File: config.mk
export PLATFORM = sky130hd
export DESIGN_NAME = pong_match_ctrl
export DESIGN_NICKNAME = d
export VERILOG_FILES = /design/src/rtl/pong_match_ctrl.sv
export SDC_FILE = /design/constraint.sdc
export NUM_CORES = 1
export LEC_CHECK = 0
export CAP_MARGIN = 20
export CORE_MARGIN = 1.5
export CORE_UTILIZATION = 30
export CTS_CLUSTER_SIZE = 16
export DETAILED_ROUTE_END_ITERATION = 8
export PLACE_DENSITY_LB_ADDON = 0.15
export SLEW_MARGIN = 25
export SYNTH_ARGS = -nofsm -noshare
export SYNTH_HDL_FRONTEND = slang
export SYNTH_SLANG_ARGS = --single-unit
File: constraint.sdc
create_clock -name CLOCK_50 -period 2.9 [get_ports CLOCK_50]
set_input_delay 0.29 -clock CLOCK_50 [delete_from_list [all_inputs] [get_ports CLOCK_50]]
set_output_delay 0.29 -clock CLOCK_50 [all_outputs]
set_load 0.02 [all_outputs]
File: src/rtl/pong_match_ctrl.sv
// pong_match_ctrl: match sequencer for the VGA pong game.
// Owns scores, serve direction, winner/blink and the match phase, and tells
// the ball datapath whether to move, hold at centre, or freeze. All timing is
// counted in frames using the clk_en-qualified end-of-frame tick.
module pong_match_ctrl #(
   parameter int unsigned WIN_SCORE    = 5,
   parameter int unsigned POINT_FRAMES = 90,
   parameter int unsigned SERVE_FRAMES = 120,
   parameter int unsigned BLINK_FRAMES = 30
) (
   input  logic       CLOCK_50,
   input  logic       reset,
   input  logic       clk_en,
   input  logic       frame_tick,
   input  logic       run,
   input  logic       serve_btn,
   input  logic       miss_left,
   input  logic       miss_right,
   output logic       ball_enable,
   output logic       ball_center,
   output logic       serve_dir,
   output logic [2:0] score1,
   output logic [2:0] score2,
   output logic       numbers_active,
   output logic [1:0] winner,
   output logic       blink
);

   // Frame counter is wide enough for the longest frame count, never below 8 bits.
   localparam int unsigned MAX_A      = (SERVE_FRAMES > POINT_FRAMES) ? SERVE_FRAMES : POINT_FRAMES;
   localparam int unsigned MAX_FRAMES = (MAX_A > BLINK_FRAMES) ? MAX_A : BLINK_FRAMES;
   localparam int unsigned CNT_W      = ($clog2(MAX_FRAMES) > 8) ? $clog2(MAX_FRAMES) : 8;

   localparam logic [CNT_W-1:0] SERVE_LAST = CNT_W'(SERVE_FRAMES - 1);
   localparam logic [CNT_W-1:0] POINT_LAST = CNT_W'(POINT_FRAMES - 1);
   localparam logic [CNT_W-1:0] BLINK_LAST = CNT_W'(BLINK_FRAMES - 1);
   localparam logic [2:0]       WIN        = 3'(WIN_SCORE);

   typedef enum logic [2:0] {
      IDLE,
      SERVE,
      PLAY,
      POINT,
      OVER,
      PAUSE
   } state_t;

   state_t           state;
   logic [CNT_W-1:0] cnt;
   logic             ret_serve;   // 1 = PAUSE was entered from SERVE, 0 = from PLAY

   logic [CNT_W-1:0] cnt_inc;
   logic [2:0]       score1_inc;
   logic [2:0]       score2_inc;

   // Saturating increments for the frame counter and both scores.
   always_comb begin
      cnt_inc    = (cnt == '1) ? cnt : cnt + CNT_W'(1);
      score1_inc = (score1 >= WIN) ? score1 : score1 + 3'd1;
      score2_inc = (score2 >= WIN) ? score2 : score2 + 3'd1;
   end

   // Match FSM with registered outputs; outputs decode the current state, so
   // they follow a state change one enabled cycle later. Reset ignores clk_en.
   always_ff @(posedge CLOCK_50) begin
      if (reset) begin
         state          <= IDLE;
         cnt            <= '0;
         ret_serve      <= 1'b0;
         score1         <= '0;
         score2         <= '0;
         serve_dir      <= 1'b0;
         winner         <= 2'b00;
         blink          <= 1'b0;
         ball_enable    <= 1'b0;
         ball_center    <= 1'b1;
         numbers_active <= 1'b1;
      end else if (clk_en) begin
         ball_enable    <= (state == PLAY);
         ball_center    <= (state == IDLE) || (state == SERVE) ||
                           (state == POINT) || (state == OVER);
         numbers_active <= (state == IDLE) || (state == POINT) ||
                           (state == PAUSE) || (state == OVER);

         case (state)
            IDLE: begin
               if (run) begin
                  state <= SERVE;
                  cnt   <= '0;
               end
            end

            SERVE: begin
               if (!run) begin
                  state     <= PAUSE;
                  ret_serve <= 1'b1;
               end else if (serve_btn || (frame_tick && cnt == SERVE_LAST)) begin
                  state <= PLAY;
               end else if (frame_tick) begin
                  cnt <= cnt_inc;
               end
            end

            PLAY: begin
               // miss_left has priority; a simultaneous miss_right is dropped.
               if (miss_left) begin
                  score2    <= score2_inc;
                  serve_dir <= 1'b0;
                  cnt       <= '0;
                  if (score2_inc == WIN) begin
                     state  <= OVER;
                     winner <= 2'b10;
                  end else begin
                     state <= POINT;
                  end
               end else if (miss_right) begin
                  score1    <= score1_inc;
                  serve_dir <= 1'b1;
                  cnt       <= '0;
                  if (score1_inc == WIN) begin
                     state  <= OVER;
                     winner <= 2'b01;
                  end else begin
                     state <= POINT;
                  end
               end else if (!run) begin
                  state     <= PAUSE;
                  ret_serve <= 1'b0;
               end
            end

            POINT: begin
               if (frame_tick) begin
                  if (cnt == POINT_LAST) begin
                     state <= SERVE;
                     cnt   <= '0;
                  end else begin
                     cnt <= cnt_inc;
                  end
               end
            end

            PAUSE: begin
               if (run) begin
                  state <= ret_serve ? SERVE : PLAY;
               end
            end

            OVER: begin
               if (frame_tick) begin
                  if (cnt == BLINK_LAST) begin
                     blink <= ~blink;
                     cnt   <= '0;
                  end else begin
                     cnt <= cnt_inc;
                  end
               end
            end

            default: begin
               state <= IDLE;
               cnt   <= '0;
            end
         endcase
      end
   end

endmodule

==> metrics.yaml <==
sta:
  setup_viol: 0
  worstMarginPinSlew_ns: 0.639
  finClkSkew_ns: 0.0103
  post-route-period-util_pct: 76.0
  slew_headroom_pct: 57.2
  finalCriticalPeriod_ns: 2.20
  final.setup.tns_ns: 0
  max_freq_mhz: 454
  rsz0062_at_grt: "no"
  slew_violations: 0
  hold_viol: 0
clocking:
  clockRootBuffer: "clkbuf_8"
  clock-sinks: 25
  post_cts_resized: 0
  cts_max_level: 1
  post_cts_buffers: 0
  clk_latency_ns: 0.28
  cts_buffers: 3
  cts_tree: "yes"
  clockBufferDepth: 2
  holdBufCountCts: 0
  clk_pin_slew_ns: 0.10
yosys:
  synth_common_cells: "dfxtp_1 (25), nand2_1 (17), o21ai_0 (14)"
  syn_avg_cell_area_um2: 8.47
  synthArstFlopShare_pct: 0
  seq_area_frac_synth_pct: 27.5
  syn_area_um2: 1820
  ys_warn_count: 0
  yosysMostFrequentCell: "dfxtp_1"
  synth-main-ff-cell: "dfxtp_1"
  synth-edff-count: 0
  yosysTopAreaCell: "dfxtp_1"
  synth_cells: 215
  synthTopCellsByArea: "dfxtp_1 (27%), ha_1 (4.1%), o21ai_0 (3.8%)"
  synth_top_cell_area_share_pct: 27.5
  synth_nets: 229
  synth_cell_types: 65
  synth_seq_cells: 25
placement:
  dp_cells: 301
  post_dp_cell_area_um2: 2060
  routabilityCongestion: 0.753
  port_buffers: 20
  dpl.hpwl_mm: 3.12
pwr:
  p_per_area_nw_per_um2: 549
  leakage_nw: 0.707
  irDropWorstVdd_mv: 0.174
critical_path:
  cp_max_fo: 11
  crit_type: "input pin to register"
  required_ns: 3.04
  cp-end-kind: "register"
  crit_arrival_ns: 2.35
  start_kind: "input pin"
  rr_worst_depth: 6
  r2r_slack_ns: 0.73
floorplan:
  ios: 21
  dieArea_um2: 6540
  coreArea_um2: 5890
  die_w_um: 80.9
  die_height_um: 80.9
  num_rows: 28
  start_util_pct: 30.9
layout:
  diodes: 0
  utilization_pct: 35.8
  final_nets: 245
  fill_cells: 628
  stdcell_count: 305
  drive_gt1_share_pct: 13.5
  syn_to_final_growth_pct: 15.7
  final_cell_area_um2: 2110
grt:
  antenna_found_initial: 0
  grt_max_degree: 16
  grt_pass1_vias: 1487
  grt_pass1_wl_mm: 7.11
  grt_usage_pct: 13.8
  gr-total-overflow: 0
detailed_routing:
  drt_wl_total_mm: 4.26
  dr.pass1.iters: 4
  vias: 1616
  drc_errors: 0
  ant_nets: 0
  drt_iter0_drc: 114
  wl_per_cell_um: 14.0
  vias_per_cell: 5.30
run_status:
  status: "finished, final reports clean"
hold_path:
  worstHoldPathCells: 2
  hp-class: "register to register"
job:
  maxCapViolCount: 0
==> flip-flops by register name, indices dropped and copies added, names as in the netlist, 2 cells and up <==
signal	cells
cnt	8
score1	3
score2	3
state	3
winner	2
==> power breakdown <==
part           total (mW)  internal, mW  switching (mW)
Combinational       0.472         0.205           0.267
Sequential          0.458         0.379          0.0788
Clock               0.227        0.0978           0.129
Total                1.16         0.682           0.474
==> per-layer routing <==
layer  wire length (um)  vias to the layer above  GRT usage, %
met2               1740                       26          20.0
met4                 58                        0          4.66
met5                  0                        -             0
met3                140                        4          1.69
met1               2320                      743          20.6
li1                   -                      843             -
==> critical path, cell delays in order <==
cell and delay (ns):
clkdlybuf4s50_1 0.63, inv_1 0.17, a31o_1 0.28, nor4_2 0.27, buf_4 0.24, a21boi_0 0.31
o32ai_1 0.14
==> final cells by class <==
cell class	instances	area [um^2]	area share (%)
multi-input cells	168	1210	57.3
flip-flops and latches	25	500	23.8
clock buffers	3	41.3	1.96
repair buffers	22	215	10.2
inverters	11	41.3	1.96
clock inverters	1	7.51	0.356
well taps	75	93.8	4.45
==> metrics by stage <==
stage	power, mW	hold WS [ns]	setup WS, ns
floorplan	0.840	0.390	0.886
global placement	0.945	0.445	0.497
detailed placement	0.939	0.450	0.419
CTS	1.17	0.466	0.719
global route	1.25	0.506	0.535
finish	1.16	0.459	0.697
==> cell families after synthesis <==
family / synth area share [%]
XOR/XNOR: 0.481
flip-flops: 27.5
multiplexers: 0.550
AO/OA/AOI/OAI: 30.0
buffers and inverters: 6.19
AND/OR/NAND/NOR: 30.7
adder cells (fa/ha/maj): 4.67
==> cell usage in the layout (no fill, tap or decap), types with 8 or more instances in the layout <==
cell	n
nor2_1	9
a21oi_1	13
nand3_1	12
nand2_1	17
nand2b_1	8
clkdlybuf4s50_1	20
dfxtp_1	25
nor3_1	11
inv_1	10
o21ai_0	14
==> worst paths after layout <==
check,start,endpoint
worst min-delay path,ret_serve$_SDFFE_PP0P_,ret_serve$_SDFFE_PP0P_
worst min register to register,ret_serve$_SDFFE_PP0P_,ret_serve$_SDFFE_PP0P_
worst max-delay path,clk_en,cnt[1]$_SDFFE_PP0P_
worst max register to register,state[2]$_SDFFE_PP0P_,cnt[1]$_SDFFE_PP0P_
(Power assumes the default switching activity.)
